==> config.mk <==
export PLATFORM = sky130hd
export DESIGN_NAME = fetch_unit
export DESIGN_NICKNAME = d
export VERILOG_FILES = /design/src/rtl/fetch_unit.sv
export SDC_FILE = /design/constraint.sdc
export NUM_CORES = 1
export LEC_CHECK = 0
export ABC_CLOCK_PERIOD_IN_PS = 4650
export BUFFER_PORTS_ARGS = -buffer_cell sky130_fd_sc_hd__buf_2
export CAP_MARGIN = 20
export CORE_MARGIN = 2
export CORE_UTILIZATION = 30
export CTS_BUF_LIST = sky130_fd_sc_hd__clkbuf_4
export CTS_CLUSTER_DIAMETER = 150
export DETAILED_ROUTE_END_ITERATION = 7
export GPL_TIMING_DRIVEN = 0
export MAX_ROUTING_LAYER = met4
export PLACE_DENSITY_LB_ADDON = 0.3
export SLEW_MARGIN = 25
export SYNTH_ARGS = -nofsm -noshare
export SYNTH_HDL_FRONTEND = slang
export SYNTH_SLANG_ARGS = --single-unit
==> constraint.sdc <==
create_clock -name clock -period 4.65 [get_ports clock]
set_input_delay 0.93 -clock clock [delete_from_list [all_inputs] [get_ports clock]]
set_output_delay 0.93 -clock clock [all_outputs]
set_load 0.01 [all_outputs]
==> src/rtl/fetch_unit.sv <==
// Fetch stage with an IF/ID pipeline register. Jumps and taken branches are
// resolved in ID, redirect the PC and replace the wrong-path fetch with a bubble.
module fetch_unit (
  input  logic        clock,
  input  logic        reset,
  input  logic        stall,
  input  logic [31:0] imem_q,
  input  logic        ctrl_J,
  input  logic        ctrl_Jal,
  input  logic        ctrl_Jr,
  input  logic        ctrl_bne,
  input  logic        ctrl_blt,
  input  logic        ctrl_bex,
  input  logic        isNotEqual,
  input  logic        isLessThan,
  input  logic        rstatus_nz,
  input  logic [31:0] jr_target,
  output logic [11:0] imem_addr,
  output logic [31:0] instr,
  output logic [4:0]  opcode,
  output logic [31:0] id_pc_plus1,
  output logic        id_valid
);

  logic [31:0] pc_q, pc_d;
  logic [31:0] instr_q, instr_d;
  logic [31:0] id_pc_q, id_pc_d;
  logic        id_valid_q, id_valid_d;

  logic        redirect;
  logic [31:0] redirect_target;
  logic [31:0] branch_target;

  assign branch_target = id_pc_q + 32'd1 + {{15{instr_q[16]}}, instr_q[16:0]};

  // Only a real instruction in ID, with the pipeline moving, may redirect.
  always_comb begin
    // NOTE: every signal gets a default first so no path leaves it unassigned,
    // which would otherwise infer a latch.
    redirect        = 1'b0;
    redirect_target = '0;
    if (id_valid_q && !stall) begin
      if (ctrl_J || ctrl_Jal) begin
        redirect        = 1'b1;
        redirect_target = {5'b0, instr_q[26:0]};
      end else if (ctrl_Jr) begin
        redirect        = 1'b1;
        redirect_target = jr_target;
      end else if (ctrl_bex && rstatus_nz) begin
        redirect        = 1'b1;
        redirect_target = {5'b0, instr_q[26:0]};
      end else if (ctrl_bne && isNotEqual) begin
        redirect        = 1'b1;
        redirect_target = branch_target;
      end else if (ctrl_blt && isLessThan) begin
        redirect        = 1'b1;
        redirect_target = branch_target;
      end
    end
  end

  always_comb begin
    pc_d       = pc_q;
    instr_d    = instr_q;
    id_pc_d    = id_pc_q;
    id_valid_d = id_valid_q;
    if (!stall) begin
      if (redirect) begin
        pc_d       = redirect_target;
        instr_d    = '0;
        id_pc_d    = '0;
        id_valid_d = 1'b0;
      end else begin
        pc_d       = pc_q + 32'd1;
        instr_d    = imem_q;
        id_pc_d    = pc_q;
        id_valid_d = 1'b1;
      end
    end
  end

  // NOTE: state registers use non-blocking assignments so every register
  // samples the pre-edge values, independent of statement order.
  always_ff @(posedge clock or posedge reset) begin
    if (reset) begin
      pc_q       <= '0;
      instr_q    <= '0;
      id_pc_q    <= '0;
      id_valid_q <= 1'b0;
    end else begin
      pc_q       <= pc_d;
      instr_q    <= instr_d;
      id_pc_q    <= id_pc_d;
      id_valid_q <= id_valid_d;
    end
  end

  assign imem_addr   = pc_q[11:0];
  assign instr       = instr_q;
  assign opcode      = instr_q[31:27];
  assign id_pc_plus1 = id_pc_q + 32'd1;
  assign id_valid    = id_valid_q;

endmodule

# Yosys cells after proc, flatten, opt, wreduce, memory -nomap -nowiden
# Index checks and enable logic that the tools add are counted.
totals:
  reg_bits: 97
  input_bits: 76
  output_inout_bits: 82
  wordCells: 29
classes:
  addsub: 3
  mux: 16
  reduce_logical: 6
op_table:
  columns: ["operator", "count"]
  rows:
  - ["32-bit 2-to-1 mux", 9]
  - ["32-bit by 1-bit adder with 32-bit output, second input constant", 2]
  - ["32-bit adder", 1]
  - ["1-bit 2-to-1 mux", 7]
  - ["1-bit logical AND", 4]
  - ["1-bit zero test", 1]
  - ["1-bit logical OR", 1]

# Longest topological paths before layout
# Gate-level depths: netlist of run 1.
logic_depth:
  word_depth: 9
  mapped_depth: 18
  mapped_depth_nobuf: 16

# Worst setup path before layout of run 1
# No wires, ideal clock.
synth_path:
  path_kind: "register to register"
  from: "register id_pc_q[0]"
  to: "register pc_q[31]"
  setup_time_ps: 135
  t_arrival_ps: 3615
  t_required_ps: 4515
  path_slack_ps: 900
  stages_incl_launch_ff: 18
  path_buffers: 1
  period_less_slack_ps: 3750
  cell_sequence: "dfrtp_1 > ha_1 > nand2_1 > nor3_1 > and3_1 > and2_1 > buf_2 > nand4_1 > xnor2_1 > ha_1 > a21oi_1 > o211ai_1 > or2_1 > and3b_1 > o21ai_0 > a41oi_1 > mux2i_1 > o211ai_1"
synth_via:
  elab_chain_cells: 9
synth_rtl:
  columns: ["item", "line", "source"]
  rows:
  - ["start, declared", "27", "logic [31:0] id_pc_q, id_pc_d;"]
  - ["start signal, assigned", "93", "id_pc_q <= id_pc_d;"]
  - ["32-bit by 1-bit adder with 32-bit output *", null, null]
  - ["named net id_pc_plus1[20]", "21", "output logic [31:0] id_pc_plus1,"]
  - ["32-bit adder *", "34", "assign branch_target = id_pc_q + 32'd1 + {{15{instr_q[16]}}, instr_q[16:0]};"]
  - ["32-bit 2-to-1 mux", "55", "end else if (ctrl_blt && isLessThan) begin"]
  - ["32-bit 2-to-1 mux *", "52", "end else if (ctrl_bne && isNotEqual) begin"]
  - ["32-bit 2-to-1 mux *", "49", "end else if (ctrl_bex && rstatus_nz) begin"]
  - ["32-bit 2-to-1 mux *", "46", "end else if (ctrl_Jr) begin"]
  - ["32-bit 2-to-1 mux *", "43", "if (ctrl_J || ctrl_Jal) begin"]
  - ["32-bit 2-to-1 mux *", "42", "if (id_valid_q && !stall) begin"]
  - ["32-bit 2-to-1 mux *", "68", "if (redirect) begin"]
  - ["end signal, assigned", "91", "pc_q <= pc_d;"]
  - ["end, declared", "25", "logic [31:0] pc_q, pc_d;"]
# Mark *: on every way through the listed nets, which the timed path passes. The rest lies on a longest branch.
# A chain may end at the register's enable or synchronous reset.

# Worst setup path in the final report of run 1
layout_path:
  from: "register id_pc_q[1]"
  to: "register pc_q[31]"
layout_via:
  elab_chain_cells: 9
layout_rtl:
  columns: ["item", "line"]
  rows:
  - ["32-bit by 1-bit adder with 32-bit output *", "34"]
  - ["32-bit adder *", "34"]
  - ["32-bit 2-to-1 mux", "55"]
  - ["32-bit 2-to-1 mux *", "52"]
  - ["32-bit 2-to-1 mux *", "49"]
  - ["32-bit 2-to-1 mux *", "46"]
  - ["32-bit 2-to-1 mux *", "43"]
  - ["32-bit 2-to-1 mux *", "42"]
  - ["32-bit 2-to-1 mux *", "68"]
# Mark *: on every way between the ends. The rest lies on a longest branch, timed or not.

==> metrics.txt, run 1 <==
# TYPE chip_impl_metric gauge
chip_impl_metric{name="ir_drop",unit="V"} 0.000120
chip_impl_info{name="yosysMostFrequentCell",value="nand2_1"} 1
chip_impl_metric{name="ant_nets",unit=""} 0
chip_impl_metric{name="setup_viol_count_final",unit=""} 0
chip_impl_info{name="synth.top_cells.by_area",value="dfrtp_1, nand2_1, o21ai_0"} 1
chip_impl_metric{name="post_synthesis_instance_area",unit="mm2"} 0.00759
chip_impl_metric{name="drt_iter0_drc",unit=""} 682
chip_impl_info{name="outcome",value="finished, final reports clean"} 1
chip_impl_metric{name="grt_first_pass_wirelength",unit="mm"} 46.7
chip_impl_info{name="timing.critical_path.to_type",value="flip-flop"} 1
chip_impl_metric{name="grt_usage",unit="%"} 24.0
chip_impl_metric{name="io_buffer_count",unit=""} 156
chip_impl_metric{name="cts_made_buffers",unit=""} 9
chip_impl_metric{name="layout.cell_area.non_filler",unit="mm2"} 0.00895
chip_impl_info{name="worst_hold_path_type",value="primary input to asynchronous set/reset pin"} 1
chip_impl_metric{name="final_routed_wirelength",unit="mm"} 30.7
chip_impl_metric{name="timing_hold_violations_final",unit=""} 0
chip_impl_metric{name="clk_latency",unit="ns"} 0.52
chip_impl_metric{name="finalWeightedCongestion",unit=""} 0.950
chip_impl_metric{name="clock_sinks",unit=""} 97
chip_impl_info{name="startpoint_of_the_worst_register_to_register_path",value="id_pc_q[1]$_DFFE_PP0N_"} 1
chip_impl_metric{name="grt_antenna_before_repair",unit=""} 1
chip_impl_metric{name="fill_cells",unit=""} 2735
chip_impl_metric{name="seq_area_frac_synth",unit="%"} 32.0
chip_impl_metric{name="cts.htree.levels",unit=""} 3
chip_impl_metric{name="setup-tns-final",unit="ns"} 0
chip_impl_metric{name="critPathRequiredTime",unit="ns"} 5.04
chip_impl_metric{name="postPlaceCellArea",unit="mm2"} 0.00882
chip_impl_metric{name="area_delta_synth_final",unit="%"} 17.9
chip_impl_metric{name="initial_core_utilization",unit="%"} 30.3
chip_impl_metric{name="floorplan.die_area",unit="mm2"} 0.0266
chip_impl_info{name="critical_path.startpoint",value="id_pc_q[1]$_DFFE_PP0N_"} 1
chip_impl_metric{name="final_net_count",unit=""} 1246
chip_impl_info{name="synth_commonest_cells",value="nand2_1, o21ai_0, dfrtp_1"} 1
chip_impl_metric{name="static-leakage-power",unit="uW"} 0.00408
chip_impl_metric{name="ys.warnings.count",unit=""} 0
chip_impl_metric{name="post-cts-setup-buffer-count",unit=""} 0
chip_impl_metric{name="detail_route.wl_per_cell",unit="um"} 20.9
chip_impl_metric{name="timing_max_transition_violations_final",unit=""} 0
chip_impl_metric{name="timing.final.crit_share",unit="%"} 93.4
chip_impl_metric{name="cp_data_arrival_time",unit="ns"} 4.74
chip_impl_info{name="cell_taking_the_most_area_after_synthesis",value="dfrtp_1"} 1
chip_impl_metric{name="timing.reg2reg.worst_path_depth",unit=""} 17
chip_impl_metric{name="dp_worst_setup_slack",unit="ns"} 0.0720
chip_impl_metric{name="cts_hold_buffers",unit=""} 0
chip_impl_metric{name="drt_drc_violations_left",unit=""} 0
chip_impl_metric{name="grt_pass1_vias",unit=""} 7711
chip_impl_info{name="tritoncts",value="yes"} 1
chip_impl_metric{name="detailedPlacementHpwl",unit="mm"} 23.6
chip_impl_metric{name="clock.fmax",unit="GHz"} 0.230
chip_impl_metric{name="setup_slack",unit="ns"} 0.305
chip_impl_metric{name="mappedNetlistNets",unit=""} 1078
chip_impl_info{name="library_cell_used_as_clock_root_buffer",value="clkbuf_4"} 1
chip_impl_metric{name="floorplan.io_pins",unit=""} 158
chip_impl_metric{name="rows",unit=""} 58
chip_impl_metric{name="globalRouteOverflowTotal",unit=""} 0
chip_impl_metric{name="clk_path_buf_depth",unit=""} 2
chip_impl_metric{name="synth.lib_cells_used.distinct",unit=""} 79
chip_impl_metric{name="worstMarginPinSlew",unit="ns"} 0.990
chip_impl_metric{name="chipWidth",unit="um"} 163
chip_impl_metric{name="detailroute.via_count",unit=""} 8111
chip_impl_metric{name="post_synth_inst_count",unit=""} 962
chip_impl_metric{name="avgViaCountPerCell",unit=""} 5.53
chip_impl_info{name="worstSetupPathType",value="flip-flop to flip-flop"} 1
chip_impl_info{name="setup.worst_path.start_class",value="flip-flop"} 1
chip_impl_metric{name="ys_seq_elements",unit=""} 97
chip_impl_metric{name="power.density_cell_area",unit="mW/mm2"} 344
chip_impl_metric{name="clkSlewWorstSetupHoldPaths",unit="ns"} 0.18
chip_impl_metric{name="clock_skew",unit="ns"} 0.0235
chip_impl_metric{name="postSynthAreaPerCell",unit="um2"} 7.89
chip_impl_metric{name="timing.final.crit_period",unit="ns"} 4.35
chip_impl_metric{name="die_h",unit="um"} 163
chip_impl_metric{name="synth-edff-count",unit=""} 0
chip_impl_metric{name="design.core.area",unit="mm2"} 0.0250
chip_impl_info{name="critical_path.endpoint",value="pc_q[31]$_DFFE_PP0N_"} 1
chip_impl_metric{name="async_reset_ff_share",unit="%"} 100
chip_impl_info{name="synthFlopType",value="dfrtp_1"} 1
chip_impl_metric{name="final_layout_size_suffix_gt1_share",unit="%"} 19.7
chip_impl_metric{name="yosysTopAreaCellShare",unit="%"} 32.0
chip_impl_metric{name="reg2reg_slack",unit="ns"} 0.30
chip_impl_metric{name="maximum_number_of_pins_on_one_net_before_global_route_repair",unit=""} 51
chip_impl_metric{name="firstDrtPassIters",unit=""} 6
chip_impl_metric{name="max_capacitance_violation_count",unit=""} 0
chip_impl_info{name="r2r_end",value="pc_q[31]$_DFFE_PP0N_"} 1
chip_impl_metric{name="max_slew_margin",unit="%"} 34.0
chip_impl_metric{name="worstPathMaxFanout",unit=""} 6
[metrics by stage]
stage               util (%)  total power, uW  hold slack (ns)  instances
CTS                     35.7             3060            0.435       1465
detailed placement      35.2             2620            0.481       1449
global route            35.8             3290            0.453       1466
floorplan                  -             2080            0.452        962
finish                  35.8             3070            0.423       1466
global placement        35.1             2600            0.472       1448
[how the worst min path moves through the flow]
stage | cells after the start | end | startpoint | slack [ns]
floorplan | 2 | id_pc_q[28]$_DFFE_PP0N_ | id_pc_q[28]$_DFFE_PP0N_ | 0.45
global placement | 2 | id_pc_q[28]$_DFFE_PP0N_ | id_pc_q[28]$_DFFE_PP0N_ | 0.47
detailed placement | 2 | id_pc_q[28]$_DFFE_PP0N_ | id_pc_q[28]$_DFFE_PP0N_ | 0.48
CTS | 2 | instr[18]$_DFFE_PP0N_ | reset | 0.43
global route | 2 | instr[18]$_DFFE_PP0N_ | reset | 0.45
finish | 2 | instr[16]$_DFFE_PP0N_ | reset | 0.42
[per-layer routing]
| metal | vias to the layer above | global-route usage, % | wire, um |
|---|---|---|---|
| met5 | - | - | 0 |
| li1 | 3824 | - | - |
| met4 | 0 | 9.09 | 988 |
| met2 | 419 | 35.5 | 13400 |
| met3 | 61 | 3.53 | 2310 |
| met1 | 3807 | 33.0 | 14000 |
[registers in the layout, indices dropped and copies added (netlist names)]
signal	count
instr	32
pc_q	32
id_pc_q	32
id_valid	1
[logic make-up (layout without fill, tap and decap cells)]
| group | Yosys count | in the layout | synth area share, % |
|---|---|---|---|
| AND/OR/NAND/NOR | 352 | 352 | 21.8 |
| AO/OA/AOI/OAI | 325 | 325 | 27.1 |
| flip-flops | 97 | 97 | 32.0 |
| buffers and inverters | 91 | 264 | 5.65 |
| XOR/XNOR | 55 | 55 | 6.56 |
| adder cells (fa/ha/maj) | 40 | 40 | 6.69 |
| multiplexers | 2 | 2 | 0.280 |
| other | 0 | 1 | 0 |
[final cells by class]
type | count | area [um2] | share of cell area [%]
clock buffer | 10 | 75.1 | 0.839
inverter | 16 | 65.1 | 0.727
multi-input combinational | 774 | 4750 | 53.1
tap | 330 | 413 | 4.61
buffer | 75 | 369 | 4.12
timing repair buffer | 157 | 808 | 9.03
sequential | 97 | 2430 | 27.1
clock inverter | 6 | 35.0 | 0.391
antenna | 1 | 2.50 | 0.0280
[what timing repair did]
item / CTS / global route
gates resized for setup: 0 / 5
endpoints found under the hold margin: 0 / 0
setup endpoints to repair: 0 / 7
[cell usage in the layout, fill, tap and decap left out, types with 15 or more instances in the layout]
master	n
nand2_1	174
buf_2	163
o21ai_0	107
dfrtp_1	96
a21oi_1	76
nor2_1	51
clkbuf_1	41
ha_1	38
nand3_1	36
xnor2_1	32
xor2_1	22
a221oi_1	21
buf_4	18
nand4_1	17
inv_1	15
a21o_1	15
[worst max-delay path: stages (launching register included)]
cell and delay [ns]:
dfrtp_1 0.48, ha_2 0.28, nand2_1 0.15, nor3_4 0.31, and3_1 0.23, and2_1 0.13
buf_2 0.18, nand2_1 0.09, xnor2_1 0.27, ha_1 0.35, a21oi_1 0.18, o211ai_1 0.19
or2_1 0.29, and3b_1 0.29, o21ai_0 0.17, a41oi_2 0.28, mux2i_1 0.24, o211ai_1 0.12
[power by group]
group / leakage (uW) / internal [uW] / total, uW / switching (uW)
clock network: 0.0000551 / 112 / 443 / 331
logic: 0.00278 / 545 / 1390 / 844
registers: 0.00124 / 1000 / 1240 / 243
total: 0.00408 / 1660 / 3070 / 1420
Note: power is estimated with default switching activity, not from simulation.
==> run 2, diff against run 1 <==
- CORE_UTILIZATION: 30 -> 36
- RECOVER_POWER: unset -> 100
==> run 2 against run 1 <==
The run now ends with max-capacitance violations, max-slew violations left. Power rose by 0.44%. Clock power up 13%. Setup slack got worse by 0.0023 ns. Routed wire length down 5.5%. Critical path depth unchanged. Critical endpoint unchanged. Largest cell class unchanged.
==> metrics.txt, run 2 (same netlist as run 1, synthesis figures left out) <==
# TYPE chip_impl_metric gauge
chip_impl_metric{name="clkSlewWorstSetupHoldPaths",unit="ns"} 0.18
chip_impl_info{name="slowest_cell_on_the_critical_path",value="dfrtp_1"} 1
chip_impl_metric{name="chipWidth",unit="um"} 149
chip_impl_metric{name="worstPathMaxFanout",unit=""} 6
chip_impl_metric{name="timing_max_transition_violations_final",unit=""} 100
chip_impl_info{name="critical_path.endpoint",value="pc_q[31]$_DFFE_PP0N_"} 1
chip_impl_metric{name="clock.fmax",unit="GHz"} 0.230
chip_impl_metric{name="power.share.switching",unit="%"} 45.5
chip_impl_metric{name="floorplan.io_pins",unit=""} 158
chip_impl_metric{name="clk_path_buf_depth",unit=""} 2
chip_impl_metric{name="timing.final.crit_share",unit="%"} 93.5
chip_impl_metric{name="io_buffer_count",unit=""} 156
chip_impl_metric{name="max_capacitance_violation_count",unit=""} 2
chip_impl_metric{name="power.density_cell_area",unit="mW/mm2"} 351
chip_impl_info{name="library_cell_used_as_clock_root_buffer",value="clkbuf_4"} 1
chip_impl_info{name="setup.worst_path.start_class",value="flip-flop"} 1
chip_impl_metric{name="die_h",unit="um"} 149
chip_impl_metric{name="grt_pass1_vias",unit=""} 7556
chip_impl_info{name="crit_path_cell_trace",value="ha_1 > nand2_1 > nor3_2 > and3_1 > and2_1 > buf_2 > nand4_1 > xnor2_1 > ha_1 > a21oi_1 > o211ai_1 > or2_1 > and3b_1 > o21ai_0 > a41oi_2 > mux2i_1 > o211ai_1"} 1
chip_impl_metric{name="floorplan.die_area",unit="mm2"} 0.0223
chip_impl_metric{name="static-leakage-power",unit="uW"} 0.00387
chip_impl_metric{name="worstMarginPinSlew",unit="ns"} 1.79
chip_impl_metric{name="detailroute.via_count",unit=""} 8219
chip_impl_info{name="failed_checks",value="max-capacitance violations, max-slew violations"} 1
chip_impl_metric{name="ir_drop",unit="V"} 0.000140
chip_impl_metric{name="setup_viol_count_final",unit=""} 0
chip_impl_metric{name="final_routed_wirelength",unit="mm"} 29.0
chip_impl_metric{name="finalWeightedCongestion",unit=""} 0.987
chip_impl_info{name="layout.cells.most_common",value="nand2_1"} 1
chip_impl_metric{name="ant_nets",unit=""} 0
chip_impl_metric{name="final_layout_size_suffix_gt1_share",unit="%"} 15.2
chip_impl_metric{name="maximum_number_of_pins_on_one_net_before_global_route_repair",unit=""} 62
chip_impl_metric{name="detail_route.wl_per_cell",unit="um"} 20.6
chip_impl_metric{name="cts_resized",unit=""} 0
chip_impl_metric{name="rows",unit=""} 53
chip_impl_metric{name="design.core.area",unit="mm2"} 0.0209
chip_impl_metric{name="clk_latency",unit="ns"} 0.53
chip_impl_metric{name="firstDrtPassIters",unit=""} 6
chip_impl_metric{name="timing.reg2reg.worst_path_depth",unit=""} 17
chip_impl_metric{name="cts_hold_buffers",unit=""} 0
chip_impl_metric{name="max_slew_margin",unit="%"} -19.8
chip_impl_metric{name="initial_core_utilization",unit="%"} 36.3
chip_impl_metric{name="cts.htree.levels",unit=""} 3
chip_impl_metric{name="setup-tns-final",unit="ns"} 0
chip_impl_metric{name="setup_slack",unit="ns"} 0.302
chip_impl_metric{name="avgViaCountPerCell",unit=""} 5.82
chip_impl_metric{name="critPathRequiredTime",unit="ns"} 5.05
chip_impl_metric{name="timing.final.crit_period",unit="ns"} 4.35
chip_impl_metric{name="timing_hold_violations_final",unit=""} 0
chip_impl_metric{name="layout.cell_area.non_filler",unit="mm2"} 0.00880
chip_impl_metric{name="globalRouteOverflowTotal",unit=""} 0
chip_impl_metric{name="grt_first_pass_wirelength",unit="mm"} 44.0
chip_impl_metric{name="grt_antenna_before_repair",unit=""} 1
chip_impl_metric{name="worst_path_largest_cell_delay",unit="ns"} 0.51
chip_impl_metric{name="drt_iter0_drc",unit=""} 787
chip_impl_metric{name="grt_usage",unit="%"} 26.7
chip_impl_info{name="layout_common_cells",value="nand2_1, buf_2, o21ai_0"} 1
chip_impl_metric{name="power_report.internal_total",unit="uW"} 1680
chip_impl_metric{name="share_clk_of_total_power",unit="%"} 16.2
chip_impl_metric{name="detailedPlacementHpwl",unit="mm"} 22.2
chip_impl_metric{name="reg2reg_slack",unit="ns"} 0.30
chip_impl_metric{name="net-switching-power",unit="uW"} 1410
chip_impl_metric{name="final_net_count",unit=""} 1246
chip_impl_metric{name="cts_made_buffers",unit=""} 9
chip_impl_metric{name="pwr-share-seq",unit="%"} 40.1
chip_impl_metric{name="post-cts-setup-buffer-count",unit=""} 0
chip_impl_info{name="startpoint_of_the_worst_register_to_register_path",value="id_pc_q[0]$_DFFE_PP0N_"} 1
chip_impl_metric{name="combinationalPowerShare",unit="%"} 43.7
chip_impl_info{name="r2r_end",value="pc_q[31]$_DFFE_PP0N_"} 1
chip_impl_metric{name="area_delta_synth_final",unit="%"} 15.9
chip_impl_metric{name="finalHoldWorstSlack",unit="ns"} 0.520
chip_impl_info{name="tritoncts",value="yes"} 1
chip_impl_metric{name="postPlaceCellArea",unit="mm2"} 0.00875
chip_impl_metric{name="dp_worst_setup_slack",unit="ns"} 0.159
chip_impl_info{name="timing.critical_path.to_type",value="flip-flop"} 1
chip_impl_metric{name="clock_skew",unit="ns"} 0.0281
chip_impl_metric{name="clock_sinks",unit=""} 97
chip_impl_info{name="critical_path.startpoint",value="id_pc_q[0]$_DFFE_PP0N_"} 1
chip_impl_metric{name="cp_data_arrival_time",unit="ns"} 4.75
chip_impl_metric{name="totalPowerFinal",unit="uW"} 3090
chip_impl_info{name="worst_hold_path_type",value="flip-flop to flip-flop"} 1
chip_impl_info{name="worstSetupPathType",value="flip-flop to flip-flop"} 1
chip_impl_metric{name="drt_drc_violations_left",unit=""} 0
chip_impl_info{name="outcome",value="complete, but fails checks"} 1
## run 2: cell count changes in the layout (fill, tap and decap cells not counted), moves of 5 or more
cell / delta
buf_1: -5
buf_4: -11
buf_2: -50
clkbuf_1: +56
clkbuf_4: +10
## run 2: metal layers
metal | wire length [um] | global-route usage [%]
met5 | 0 | -
met4 | 772 | 8.33
met3 | 2520 | 4.10
met2 | 12600 | 39.9
met1 | 13100 | 37.3
## run 2: worst min-delay path by stage
stage                                       start                 endpoint  slack (ns)  cells past startpoint
final                     id_pc_q[28]$_DFFE_PP0N_  id_pc_q[28]$_DFFE_PP0N_        0.52                      2
after global routing      id_pc_q[28]$_DFFE_PP0N_  id_pc_q[28]$_DFFE_PP0N_        0.57                      2
after CTS                                   reset    instr[21]$_DFFE_PP0N_        0.40                      2
after detailed placement  id_pc_q[28]$_DFFE_PP0N_  id_pc_q[28]$_DFFE_PP0N_        0.48                      2
after global placement    id_pc_q[28]$_DFFE_PP0N_  id_pc_q[28]$_DFFE_PP0N_        0.47                      2
after floorplan           id_pc_q[28]$_DFFE_PP0N_  id_pc_q[28]$_DFFE_PP0N_        0.45                      2
## run 2: critical path, delay by kind of cell (launching register included)
family	cells	cell delay (ns)
AOI/OAI and AO/OA	5	0.92
xor gates and xnor gates	1	0.26
adders and majority gates	2	0.67
buffers and inverters	1	0.17
DFF	1	0.51
muxes	1	0.21
and+or+nand+nor	7	1.50
## run 2: power groups by stage
stage / combinational (uW) / sequential, uW / clock [uW]
floorplan: 899 / 1180 / 0
global placement: 1330 / 1240 / 0
detailed placement: 1350 / 1240 / 0
CTS: 1360 / 1230 / 501
global route: 1480 / 1260 / 539
finish: 1350 / 1240 / 500
## run 2: final cells by class
| cell class | count | area, um2 |
|---|---|---|
| antenna | 1 | 2.50 |
| buffer | 75 | 358 |
| tap | 275 | 344 |
| inverter | 16 | 61.3 |
| clock inverter | 7 | 68.8 |
| timing repair buffer | 157 | 724 |
| clock buffer | 9 | 67.6 |
| fill | 2216 | 12100 |
| sequential | 97 | 2430 |
| multi-input combinational | 774 | 4750 |
## run 2: through the flow
step	util, %	instances
floorplan	-	962
global placement	41.7	1393
detailed placement	41.9	1394
CTS	42.5	1410
global route	42.1	1411
finish	42.1	1411
